### src/rtl/fetch_pkg.sv
// fetch_pkg
// Shared definitions for the instruction fetch stage and its IF/ID slot:
//   - fetch FSM state encodings (RUN, DRAIN, HALT) as localparam constants
//   - HALT opcode and the default reset PC
//   - packed slot payload {instr, pc, pc_plus2, err}
//   - is_stop(): true when a fetched word must stop the fetch stream
package fetch_pkg;

   localparam logic [15:0] DEFAULT_RESET_PC = 16'h0000;
   localparam logic [4:0]  HALT_OPC         = 5'b00000;

   typedef logic [1:0] fetch_state_t;

   localparam fetch_state_t ST_RUN   = 2'd0;
   localparam fetch_state_t ST_DRAIN = 2'd1;
   localparam fetch_state_t ST_HALT  = 2'd2;

   typedef struct packed {
      logic [15:0] instr;
      logic [15:0] pc;
      logic [15:0] pc_plus2;
      logic        err;
   } slot_t;

   // A HALT opcode or a fetch fault both end the fetch stream.
   function automatic logic is_stop(input logic [15:0] instr, input logic err);
      return (instr[15:11] == HALT_OPC) || err;
   endfunction

endpackage

### src/rtl/fetch_unit_slot.sv
// if_id_slot
// Single-entry valid/ready register between fetch and decode.
// Ports:
//   clk, rst_n  : clock, synchronous active-low reset
//   load_i      : capture data_i (only issued when the slot is empty or
//                 being emptied this cycle)
//   flush_i     : drop the current entry; wins over load_i
//   hold_i      : consumer is not taking the entry this cycle
//   data_i      : payload to capture
//   valid_o     : slot holds an entry
//   data_o      : current payload, stable while valid_o=1 and hold_i=1
module if_id_slot
   import fetch_pkg::*;
(
   input  logic  clk,
   input  logic  rst_n,
   input  logic  load_i,
   input  logic  flush_i,
   input  logic  hold_i,
   input  slot_t data_i,
   output logic  valid_o,
   output slot_t data_o
);

   logic  valid_d, valid_q;
   slot_t data_d, data_q;

   always_comb begin
      valid_d = valid_q;
      data_d  = data_q;
      if (flush_i) begin
         valid_d = 1'b0;
      end else if (load_i) begin
         valid_d = 1'b1;
         data_d  = data_i;
      end else if (!hold_i) begin
         // Entry (if any) was accepted by decode this cycle.
         valid_d = 1'b0;
      end
   end

   always_ff @(posedge clk) begin
      if (!rst_n) begin
         valid_q <= 1'b0;
         data_q  <= '0;
      end else begin
         valid_q <= valid_d;
         data_q  <= data_d;
      end
   end

   assign valid_o = valid_q;
   assign data_o  = data_q;

endmodule

### src/rtl/fetch_unit.sv
// fetch_unit
// Instruction fetch stage: owns the PC, keeps at most one instruction-memory
// request outstanding, and hands fetched words to decode through if_id_slot.
// Ports:
//   clk, rst_n                      : clock, synchronous active-low reset
//   imem_req/imem_addr              : fetch request, held with a stable
//                                     address until imem_ack
//   imem_ack/imem_data/imem_err     : response (may be same-cycle)
//   redirect_valid/redirect_pc      : resolved taken branch / jump target
//   id_valid/id_ready               : output slot handshake to decode
//   id_instr/id_pc/id_pc_plus2/id_err : slot payload
//   halted                          : fetch stopped by HALT or fault
//   state_dbg                       : current FSM state (RUN/DRAIN/HALT)
//
// Handshakes: a slot transfer happens in any cycle with id_valid=1 and
// id_ready=1; the payload is stable while id_valid=1 and id_ready=0.
// A memory transfer happens in any cycle with imem_req=1 and imem_ack=1;
// imem_req and imem_addr do not change between issue and that cycle.
module fetch_unit
   import fetch_pkg::*;
#(
   parameter logic [15:0] RESET_PC = DEFAULT_RESET_PC
) (
   input  logic        clk,
   input  logic        rst_n,
   output logic        imem_req,
   output logic [15:0] imem_addr,
   input  logic        imem_ack,
   input  logic [15:0] imem_data,
   input  logic        imem_err,
   input  logic        redirect_valid,
   input  logic [15:0] redirect_pc,
   output logic        id_valid,
   input  logic        id_ready,
   output logic [15:0] id_instr,
   output logic [15:0] id_pc,
   output logic [15:0] id_pc_plus2,
   output logic        id_err,
   output logic        halted,
   output logic [1:0]  state_dbg
);

   fetch_state_t state_d, state_q;
   logic [15:0]  pc_d, pc_q;
   logic [15:0]  req_addr_d, req_addr_q;
   logic         pend_d, pend_q;

   logic  issue;
   logic  ack;
   logic  still_waiting;
   logic  slot_load;
   logic  slot_flush;
   logic  slot_valid;
   slot_t slot_in;
   slot_t slot_out;

   // Request side. A new request only starts when the slot will have room
   // for its answer, so a returning ack never finds the slot occupied.
   always_comb begin
      issue         = (state_q == ST_RUN) && !pend_q && (!slot_valid || id_ready);
      imem_req      = rst_n && (pend_q || issue);
      imem_addr     = pend_q ? req_addr_q : pc_q;
      ack           = imem_req && imem_ack;
      still_waiting = imem_req && !imem_ack;
   end

   always_comb begin
      state_d    = state_q;
      pc_d       = pc_q;
      pend_d     = still_waiting;
      req_addr_d = imem_addr;
      slot_load  = 1'b0;
      slot_flush = 1'b0;
      slot_in    = '{instr: imem_data, pc: pc_q, pc_plus2: pc_q + 16'd2, err: imem_err};

      if (redirect_valid) begin
         // Redirect beats ack capture and halt detection. A request still in
         // flight must be completed and its answer thrown away (DRAIN).
         slot_flush = 1'b1;
         pc_d       = redirect_pc;
         state_d    = still_waiting ? ST_DRAIN : ST_RUN;
      end else begin
         case (state_q)
            ST_RUN: begin
               if (ack) begin
                  slot_load = 1'b1;
                  pc_d      = pc_q + 16'd2;
                  if (is_stop(imem_data, imem_err)) begin
                     state_d = ST_HALT;
                  end
               end
            end
            ST_DRAIN: begin
               if (ack) begin
                  state_d = ST_RUN;
               end
            end
            ST_HALT: begin
               state_d = ST_HALT;
            end
            default: begin
               state_d = ST_RUN;
            end
         endcase
      end
   end

   always_ff @(posedge clk) begin
      if (!rst_n) begin
         state_q    <= ST_RUN;
         pc_q       <= RESET_PC;
         req_addr_q <= RESET_PC;
         pend_q     <= 1'b0;
      end else begin
         state_q    <= state_d;
         pc_q       <= pc_d;
         req_addr_q <= req_addr_d;
         pend_q     <= pend_d;
      end
   end

   if_id_slot u_slot (
      .clk     (clk),
      .rst_n   (rst_n),
      .load_i  (slot_load),
      .flush_i (slot_flush),
      .hold_i  (!id_ready),
      .data_i  (slot_in),
      .valid_o (slot_valid),
      .data_o  (slot_out)
   );

   assign id_valid    = slot_valid;
   assign id_instr    = slot_out.instr;
   assign id_pc       = slot_out.pc;
   assign id_pc_plus2 = slot_out.pc_plus2;
   assign id_err      = slot_out.err;
   assign halted      = (state_q == ST_HALT);
   assign state_dbg   = state_q;

endmodule

### config.mk
export PLATFORM = sky130hd
export DESIGN_NAME = fetch_unit
export DESIGN_NICKNAME = d
export VERILOG_FILES = /design/src/rtl/fetch_pkg.sv /design/src/rtl/fetch_unit_slot.sv /design/src/rtl/fetch_unit.sv
export SDC_FILE = /design/constraint.sdc
export NUM_CORES = 1
export LEC_CHECK = 0
export ABC_AREA = 1
export BUFFER_PORTS_ARGS = -buffer_cell sky130_fd_sc_hd__buf_2
export CORE_MARGIN = 3
export CORE_UTILIZATION = 40
export DETAILED_ROUTE_END_ITERATION = 10
export GPL_TIMING_DRIVEN = 1
export SLEW_MARGIN = 20
export SYNTH_ARGS = -nofsm -noshare
export SYNTH_HDL_FRONTEND = slang
export SYNTH_SLANG_ARGS = --single-unit
### constraint.sdc
create_clock -name clk -period 1.95 [get_ports clk]
set_clock_uncertainty 0.05 [all_clocks]
set_input_delay 0.2925 -clock clk [delete_from_list [all_inputs] [get_ports clk]]
set_output_delay 0.2925 -clock clk [all_outputs]
set_load 0.05 [all_outputs]
## Word-level counts from Yosys, hierarchy flattened

Cells that the tools add are included.
Widths: inputs -> output; s select.

- Bits in latches: 0
- Output and inout port bits: 70
- Logic and storage cells: 53
- Register bits after elaboration: 85
- Bits in writable memories: 0
- Memories kept: 0
- Input port bits: 38
- Bits in read-only memories: 0

- $add $sub $neg: 1
- Multiplexer cells: 16
- Shifts and indexed selects: 0
- Equal/unequal tests: 5
- Multipliers: 0
- Reductions and logical operators: 20
- Divide/modulo/power cells: 0
- Order comparisons: 0
- Bitwise operators: 2

Operator list:

| cell | count |
|---|---|
| $mux 16 | 4 |
| $add 16x2->16 const B | 1 |
| $mux 2 | 4 |
| $mux 1 | 7 |
| $ne 3x3->1 const B | 2 |
| $pmux 2 s3 | 1 |
| $reduce_bool 2->1 | 3 |
| $logic_and 1x1->1 | 5 |
| $logic_not 5->1 | 1 |
| $reduce_and 2->1 | 2 |
| $logic_not 1->1 | 3 |
| $logic_or 1x1->1 | 3 |
| $ne 3x2->1 const B | 1 |
| $reduce_and 3->1 | 1 |
| $eq 2x1->1 const B | 1 |
| $eq 2x2->1 const B | 1 |
| $logic_not 2->1 | 1 |
| $not 1->1 | 2 |
| $reduce_or 2->1 | 1 |

## Depth between registers and ports, before layout

Gate-level depths: netlist (run 1).

- Depth after elaboration: 10
- Mapped depth: 12
- Depth with buffers taken out: 10

## Modules after synthesis

A second synthesis (run 1) with hierarchy kept.

- Cell total of the unflattened synthesis: 631
- Area total of the unflattened synthesis: 4,139.0 um^2

Modules (own cells, without submodules):

| module | instances | cells an instance | area each (um^2) | seq. area each (um^2) |
|---|---|---|---|---|
| if_id_slot | 1 | 323 | 2,134.5 | 1,001.0 |
| fetch_unit | 1 | 308 | 2,004.4 | 700.7 |

## Worst setup path before layout (run 1)

No wires, ideal clock.

- Kind: register to register
- Start point: reg state_q[0] (netlist: state_dbg[0])
- End point: reg state_q[0] (netlist: state_dbg[0])
- Clock period less this slack: 2.086 ns
- Path buffers: 0
- Path slack: -0.136 ns
- Required time: 1.830 ns
- Arrival: 1.965 ns
- Library setup time: 0.070 ns
- Stages on the path, launching flop included: 8
- Path through: dfxtp_1 -> nor2_4 -> nand2_2 -> a21oi_1 -> inv_1 -> nor2_1 -> nand2_1 -> a21oi_1

- Cells in the longest elaborated chain, start to end: 8
- Elaborated cells on any way between the ends: 16
- Classes of those cells: 5 x eq/ne; 3 x mux; 8 x reduce/logical

Ends and longest elaborated chain:

| element | RTL line | RTL |
|---|---|---|
| from (decl) | fetch_unit.sv:43 | `fetch_state_t state_d, state_q;` |
| from (signal assigned) | fetch_unit.sv:115 | `state_q <= state_d;` |
| $logic_not 2->1 * | fetch_unit.sv:60 | `issue = (state_q == ST_RUN) && !pend_q && (!slot_valid \|\| id_ready);` |
| $logic_and 1x1->1 * (2 in series) | fetch_unit.sv:60 |  |
| $logic_or 1x1->1 * | fetch_unit.sv:61 | `imem_req = rst_n && (pend_q \|\| issue);` |
| $logic_and 1x1->1 * | fetch_unit.sv:61 |  |
| via imem_req | fetch_unit.sv:26 | `output logic imem_req,` |
| $logic_and 1x1->1 (on tied branches) | fetch_unit.sv:63, fetch_unit.sv:64 |  |
| $ne 3x3->1 (no line) / $mux 1 (equally long branches) | - |  |
| $reduce_and 3->1 (no line) / $mux 2 (equally long branches) | - |  |

Mark *: on every way through the listed nets, which the timed path passes. The rest lies on a longest branch.
A chain may end at the register's enable or synchronous reset.

## Worst setup path in the final report (run 1)

- Start point: reg pc_q[1]
- End point: reg pc_q[11]

- Cells in the longest elaborated chain, start to end: 4

Ends and longest elaborated chain:

| element | RTL line | RTL |
|---|---|---|
| from (decl) | fetch_unit.sv:44 | `logic [15:0] pc_d, pc_q;` |
| from (signal assigned) | fetch_unit.sv:116 | `pc_q <= pc_d;` |
| $add 16x2->16 | fetch_unit.sv:87 | `pc_d = pc_q + 16'd2;` |
| $mux 16 | fetch_unit.sv:85 | `if (ack) begin` |
| $mux 16 | fetch_unit.sv:83 | `case (state_q)` |
| $mux 16 | fetch_unit.sv:76 | `if (redirect_valid) begin` |

No other way between the ends. The select of a mux whose other input is x is not followed.

==> results of run 1 <==
==> power by group <==
group          internal, mW  switching (mW)  total, mW
clock network         0.664           0.637       1.30
logic                 0.181           0.510      0.691
registers              1.79          0.0623       1.86
==> critical path, delay by kind of cell (launching register included) <==
kind,cells,cell delay [ns]
adder cells (fa/ha/maj),1,0.22
flip-flops,1,0.45
AND/OR/NAND/NOR,8,0.89
buffers and inverters,1,0.04
==> metal layers <==
layer  vias to the layer above  wire length, microns
met5                         -                     0
met4                         0                   144
met3                        11                   491
met2                        87                  4910
met1                      1647                  4690
li1                       1823                     -
==> through the flow <==
step / setup slack [ns] / instance area [sq um] / instances / util
final: 0.212 / 4580 / 733 / 0.511
after detailed placement: 0.137 / 4380 / 717 / 0.488
after global routing: 0.0214 / 4580 / 733 / 0.511
after floorplan: 0.124 / 3790 / 502 / -
after CTS: 0.131 / 4580 / 733 / 0.510
after global placement: 0.221 / 4380 / 717 / 0.488
==> synthesized netlist by cell type <==
cell type	instances	area, sq um
nand4_1	5	31.3
ha_1	1	12.5
clkbuf_1	10	37.5
nand2_4	3	33.8
buf_12	3	60.1
buf_4	2	15.0
buf_2	5	25.0
inv_1	27	101
a21oi_2	20	175
o21ai_0	26	130
dfxtp_1	84	1680
inv_4	2	12.5
nand3_4	1	17.5
xnor2_1	1	8.76
a21oi_1	39	195
nand2_1	144	541
buf_1	3	11.3
xor2_1	1	8.76
o21ai_1	14	70.1
nor2_1	38	143
buf_8	1	15.0
a211oi_1	1	7.51
nand2_2	5	31.3
nor3_1	2	10.0
nor2_4	2	22.5
nand3_2	7	70.1
nand3_1	36	180
clkbuf_2	1	5.00
nor2_2	10	62.6
or2_2	1	6.26
inv_2	2	7.51
buf_6	4	45.0
nand4_2	1	12.5
==> cell usage in the layout (no fill, tap or decap) <==
cell	count
bufinv_16	1
o21ai_1	14
nand2_4	3
clkbuf_1	2
dfxtp_1	84
buf_12	2
nor2_1	37
nand2_2	5
buf_2	107
xor2_1	1
a21oi_2	21
or2_2	1
clkbuf_8	11
nand3_2	7
nand2_1	144
nor2_2	11
nand4_1	5
nand3_1	36
inv_1	27
nand3_4	1
o21ai_0	26
xnor2_1	1
nand4_2	1
nor3_1	2
buf_4	9
a211oi_1	1
inv_2	2
clkinvlp_4	2
a21oi_1	38
inv_4	2
nor2_4	2
ha_1	1
==> kinds of logic (layout without fill, tap and decap cells) <==
group | after synthesis | in the layout | share of synthesized area
AOI/OAI and AO/OA | 100 | 100 | 0.153
xor gates and xnor gates | 2 | 2 | 0.00463
buffers and inverters | 60 | 165 | 0.0886
adders and majority gates | 1 | 1 | 0.00330
and+or+nand+nor | 255 | 255 | 0.307
DFF | 84 | 84 | 0.444
==> registers in the layout (all words and copies together), names as in the netlist <==
signal	flops
pend_q	1
pc_q	16
u_slot.valid_o	1
req_addr_q	16
state_dbg	2
u_slot.data_o	48
==> how the worst min path moves through the flow <==
| stage | to | slack (ns) | cells after the start |
|---|---|---|---|
| 6_report | u_slot.data_o[38]$_SDFFE_PN0P_ | 0.10 | 3 |
| 5_1_grt | u_slot.data_o[38]$_SDFFE_PN0P_ | 0.10 | 3 |
| 4_1_cts | u_slot.data_o[38]$_SDFFE_PN0P_ | 0.09 | 3 |
| 3_5_place_dp | u_slot.data_o[5]$_SDFFE_PN0P_ | 0.39 | 2 |
| 3_3_place_gp | u_slot.data_o[5]$_SDFFE_PN0P_ | 0.39 | 2 |
| 2_1_floorplan | pend_q$_SDFF_PN0_ | 0.33 | 1 |
==> final cells by class <==
type,count,area (sq um)
clock buffers,13,159
clock inverters,3,45.0
fillers,949,4390
inverters,31,121
flip-flops and latches,84,1680
multi-input cells,358,1780
well taps,126,158
repair buffers,118,643
==> run metrics, run 1 <==
critical path's most frequent cell=nand2_1; grt met1 use=0.267; Crit Path Class=flop to flop; GRT Total Usage=0.201; worst reg-to-reg path cell count=10; Power per Cell Area=839 nW/um^2; FF-to-FF setup slack=0.21 ns; worst reg2reg endpoint=pc_q[11]$_SDFFE_PN0P_; total of max-cap violations=0; Reg clk slew, reported paths=0.09 ns; Wirelength per Cell=14.0 microns; Yosys reg bits=84; Congestion Overflow GR=0; IR drop worst, VDD=0.339 mV; Root Buffer=clkbuf_8; port bufs=107; antenna-violating nets left=0; Hold Path Class=input pin to flop; TritonCTS Buffers=9; reg2reg start=pc_q[1]$_SDFFE_PN0P_; Crit. End Element=flop; die area=10700 sq um; worst-path fanout max=6; Slowest Stage Delay on Critical Path=0.45 ns; Cells after Synth=502; worst slew pin tran=0.556 ns; initial antenna violation count=0; met2 Usage GRT=0.331; CTS Hold Bufs=0; setup violators final=0; cts repair resizes=0; Placement Rows=34; num ports=108; status=complete, no violations; P&R area growth vs syn=21.1%; RSZ-0062 raised after global routing=no; share of cells above drive strength 1=0.310; worst setup path start=pc_q[1]$_SDFFE_PN0P_; chip width=103 microns; min cycle time layout=1.74 ns; total power draw=3.85 mW; Final Hold Viols=0; vias in the first global route=3490; DP HPWL=7480 microns; DR vias/cell=4.87; WP data required=2.16 ns; CP Launch Type=flop; DR pass1 iterations=5; Final Max Tran Viols=0; Worst-Skew Late Latency=0.35 ns; FMAX=0.575 GHz; CTS tree=yes; Avg Cell Area, Syn=7.54 sq um; Worst slew margin=0.630; Hold Crit Start=imem_data[5]; Seq/Total Area, Yosys=0.444; chip height=103 microns; initial DRC count=188; P_leak=2.17 nW; Post-route DRC=0; GR Layer Usage met3=0.0369; Post-CTS Setup Bufs=0; fin crit share=0.891; Clock Path Buffers=2; mapped cell area=3790 sq um; GR peak layer=met2; setup tns final=0 ns; Nets=641; crit path capture=pc_q[11]$_SDFFE_PN0P_; crit path cell chain=ha_1, nand2_1, nor2_2, nand2_1, nand2_1, nand2_1, nand2_1, nand3_1, nand2_1, inv_1; first-pass GRT wire length=16900 microns; Syn. warnings=0; Yosys cell types=33; Starting Density=0.422; largest net degree at the start of global routing=44; # diodes=0; hold_ws=0.103 ns; CTS sink cnt=84; routability congestion estimate=0.857; final wirelength=10200 microns; slowest stage cell, crit path=dfxtp_1; Via Count=3568; number of nets produced by synthesis=541; CORE AREA=8980 sq um; arrival time worst endpoint=1.94 ns; htree depth=3
Power figures use the tool's default switching activity.
==> run 2: changes to the inputs <==
--- a/config.mk
+++ b/config.mk
@@ -11,6 +11,7 @@
 export CORE_UTILIZATION = 40
 export DETAILED_ROUTE_END_ITERATION = 10
 export GPL_TIMING_DRIVEN = 1
+export PLACE_DENSITY = 0.7
 export SLEW_MARGIN = 20
 export SYNTH_ARGS = -nofsm -noshare
 export SYNTH_HDL_FRONTEND = slang
==> constraint.sdc (replaced) <==
create_clock -name clk -period 1.95 [get_ports clk]
set_clock_uncertainty 0.05 [all_clocks]
set_input_delay 0.2925 -clock clk [delete_from_list [all_inputs] [get_ports clk]]
set_output_delay 0.2925 -clock clk [all_outputs]
set_load 0.01 [all_outputs]
==> run metrics, run 2 (synthesis results as in run 1) <==
Via Count=3609 (+1.1%); FMAX=0.571 GHz (-0.77%); most frequent cells in the layout=nand2_1 (144), buf_2 (107), dfxtp_1 (84); initial antenna violation count=0 (unchanged); most common cell after layout, fill and taps aside=nand2_1; Crit Path Class=flop to flop; setup violators final=0 (unchanged); die area=10700 sq um (unchanged); first-pass GRT wire length=16700 microns (-0.82%); P_int=2.47 mW (-6.3%); Worst-Skew Late Latency=0.37 ns (+0.02 ns); worst setup path start=pc_q[1]$_SDFFE_PN0P_; pre-CTS setup slack=0.227 ns (+0.0901 ns); Largest register FFs=48 (unchanged); CTS sink cnt=84 (unchanged); met2 Usage GRT=0.314 (-0.0163); Seq pwr share=0.520 (+0.038); largest net degree at the start of global routing=44 (unchanged); arrival time worst endpoint=1.97 ns (+0.03 ns); Starting Density=0.422 (unchanged); FF-to-FF setup slack=0.20 ns (about the same); final wirelength=10200 microns (-0.75%); GR Layer Usage met3=0.0376 (+0.000671); reg2reg start=pc_q[1]$_SDFFE_PN0P_; initial DRC count=190 (+1.1%); htree depth=3 (unchanged); Final Max Tran Viols=0 (unchanged); Worst slew margin=0.643 (+0.0134); P&R area growth vs syn=20.4%; Nets=642 (+0.16%); final worst slack=0.198 ns (-0.0135 ns); TritonCTS Buffers=9 (unchanged); P_leak=2.17 nW (about the same); DP HPWL=7430 microns (-0.77%); chip height=103 microns (unchanged); min cycle time layout=1.75 ns (+0.0135 ns); # diodes=0 (unchanged); Power per Cell Area=782 nW/um^2 (-6.8%); Placement Rows=34 (unchanged); GR peak layer=met2; Wirelength per Cell=13.8 microns (-0.89%); Final Hold Viols=0 (unchanged); worst slew pin tran=0.536 ns (-0.0201 ns); worst reg-to-reg path cell count=10 (unchanged); WP data required=2.17 ns (about the same); Sw Ratio=0.307 (-0.00755); status=complete, no violations; Post-route DRC=0 (unchanged); Post-CTS Setup Bufs=0 (unchanged); vias in the first global route=3482 (-0.23%); RSZ-0062 raised after global routing=no; Root Buffer=clkbuf_8; fin crit share=0.898 (+0.00690); FILL cells=898 (-5.4%); num ports=108 (unchanged); CP Launch Type=flop; IR drop worst, VDD=0.382 mV (+13%); Clock Path Buffers=2 (unchanged); port bufs=107 (unchanged); Reg clk slew, reported paths=0.10 ns (about the same); GRT Total Usage=0.199 (-0.00199); grt met1 use=0.272 (+0.00458); CTS tree=yes; total power draw=3.56 mW (-7.3%); worst reg2reg endpoint=pc_q[15]$_SDFFE_PN0P_; antenna-violating nets left=0 (unchanged); DR vias/cell=4.92 (+1.0%); total of max-cap violations=0 (unchanged); CORE AREA=8980 sq um (unchanged); share of cells above drive strength 1=0.311 (+0.00114); worst-path fanout max=6 (unchanged); clock share of power=0.344 (+0.006); chip width=103 microns (unchanged); Combinational Power Share=0.136 (-0.044); Hold Path Class=input pin to flop; crit path capture=pc_q[15]$_SDFFE_PN0P_; P_sw=1.09 mW (-9.6%); Crit. End Element=flop; Congestion Overflow GR=0 (unchanged); cts repair resizes=0 (unchanged); routability congestion estimate=0.868 (+1.4%); Hold Crit Start=imem_data[0]; DR pass1 iterations=4 (-1); setup tns final=0 ns (unchanged); CTS Hold Bufs=0 (unchanged)
run 2: changes by cell type in the layout (fill, tap and decap cells not counted), moves of 2 or more:
cell,delta
inv_8,+3
clkbuf_1,-2
inv_6,+2
clkbuf_8,-2
buf_4,+2
run 2: critical path: stages, from the launching register on:
cell and delay (ns):
dfxtp_1 0.43, ha_1 0.21, nand2_1 0.12, nor2_1 0.35, nand3_1 0.12, nand2_1 0.08
nand2_1 0.08, nand2_4 0.08, nand3_2 0.05, nand2_1 0.06, inv_1 0.04
run 2: per-layer routing:
metal,share of wire,wire (microns)
met5,0,0
met1,0.46,4720
met2,0.45,4590
met4,0.020,205
met3,0.063,639
run 2: layout make-up:
cell class	instances	area [sq um]	share of cell area
multi-input combinational	358	1770	0.388
clock inverter	7	66.3	0.0145
tap	126	158	0.0346
clock buffer	9	124	0.0272
sequential	84	1680	0.369
timing repair buffer	119	638	0.140
inverter	31	121	0.0266
run 2: per-stage QoR:
stage	hold slack (ns)	cells	area, sq um	utilization
floorplan	0.325	502	3790	-
CTS	0.0837	734	4560	0.508
detailed placement	0.396	718	4370	0.487
finish	0.0892	734	4560	0.508
global route	0.0896	734	4560	0.508
global placement	0.394	718	4370	0.487
run 2: power by group through the flow:
| stage | sequential [mW] | combinational [mW] | clock [mW] |
|---|---|---|---|
| after floorplan | 1.90 | 0.299 | 0 |
| after global placement | 1.89 | 0.482 | 0 |
| after detailed placement | 1.89 | 0.487 | 0 |
| after CTS | 1.85 | 0.488 | 1.24 |
| after global routing | 1.87 | 0.544 | 1.33 |
| final | 1.85 | 0.483 | 1.23 |
run 2: worst min path at each step:
stage,endpoint,slack [ns],cells past startpoint
2_1_floorplan,pend_q$_SDFF_PN0_,0.33,1
3_3_place_gp,u_slot.data_o[5]$_SDFFE_PN0P_,0.39,2
3_5_place_dp,u_slot.data_o[5]$_SDFFE_PN0P_,0.40,2
4_1_cts,u_slot.data_o[38]$_SDFFE_PN0P_,0.08,3
5_1_grt,u_slot.data_o[38]$_SDFFE_PN0P_,0.09,3
6_report,u_slot.data_o[33]$_SDFFE_PN0P_,0.09,3
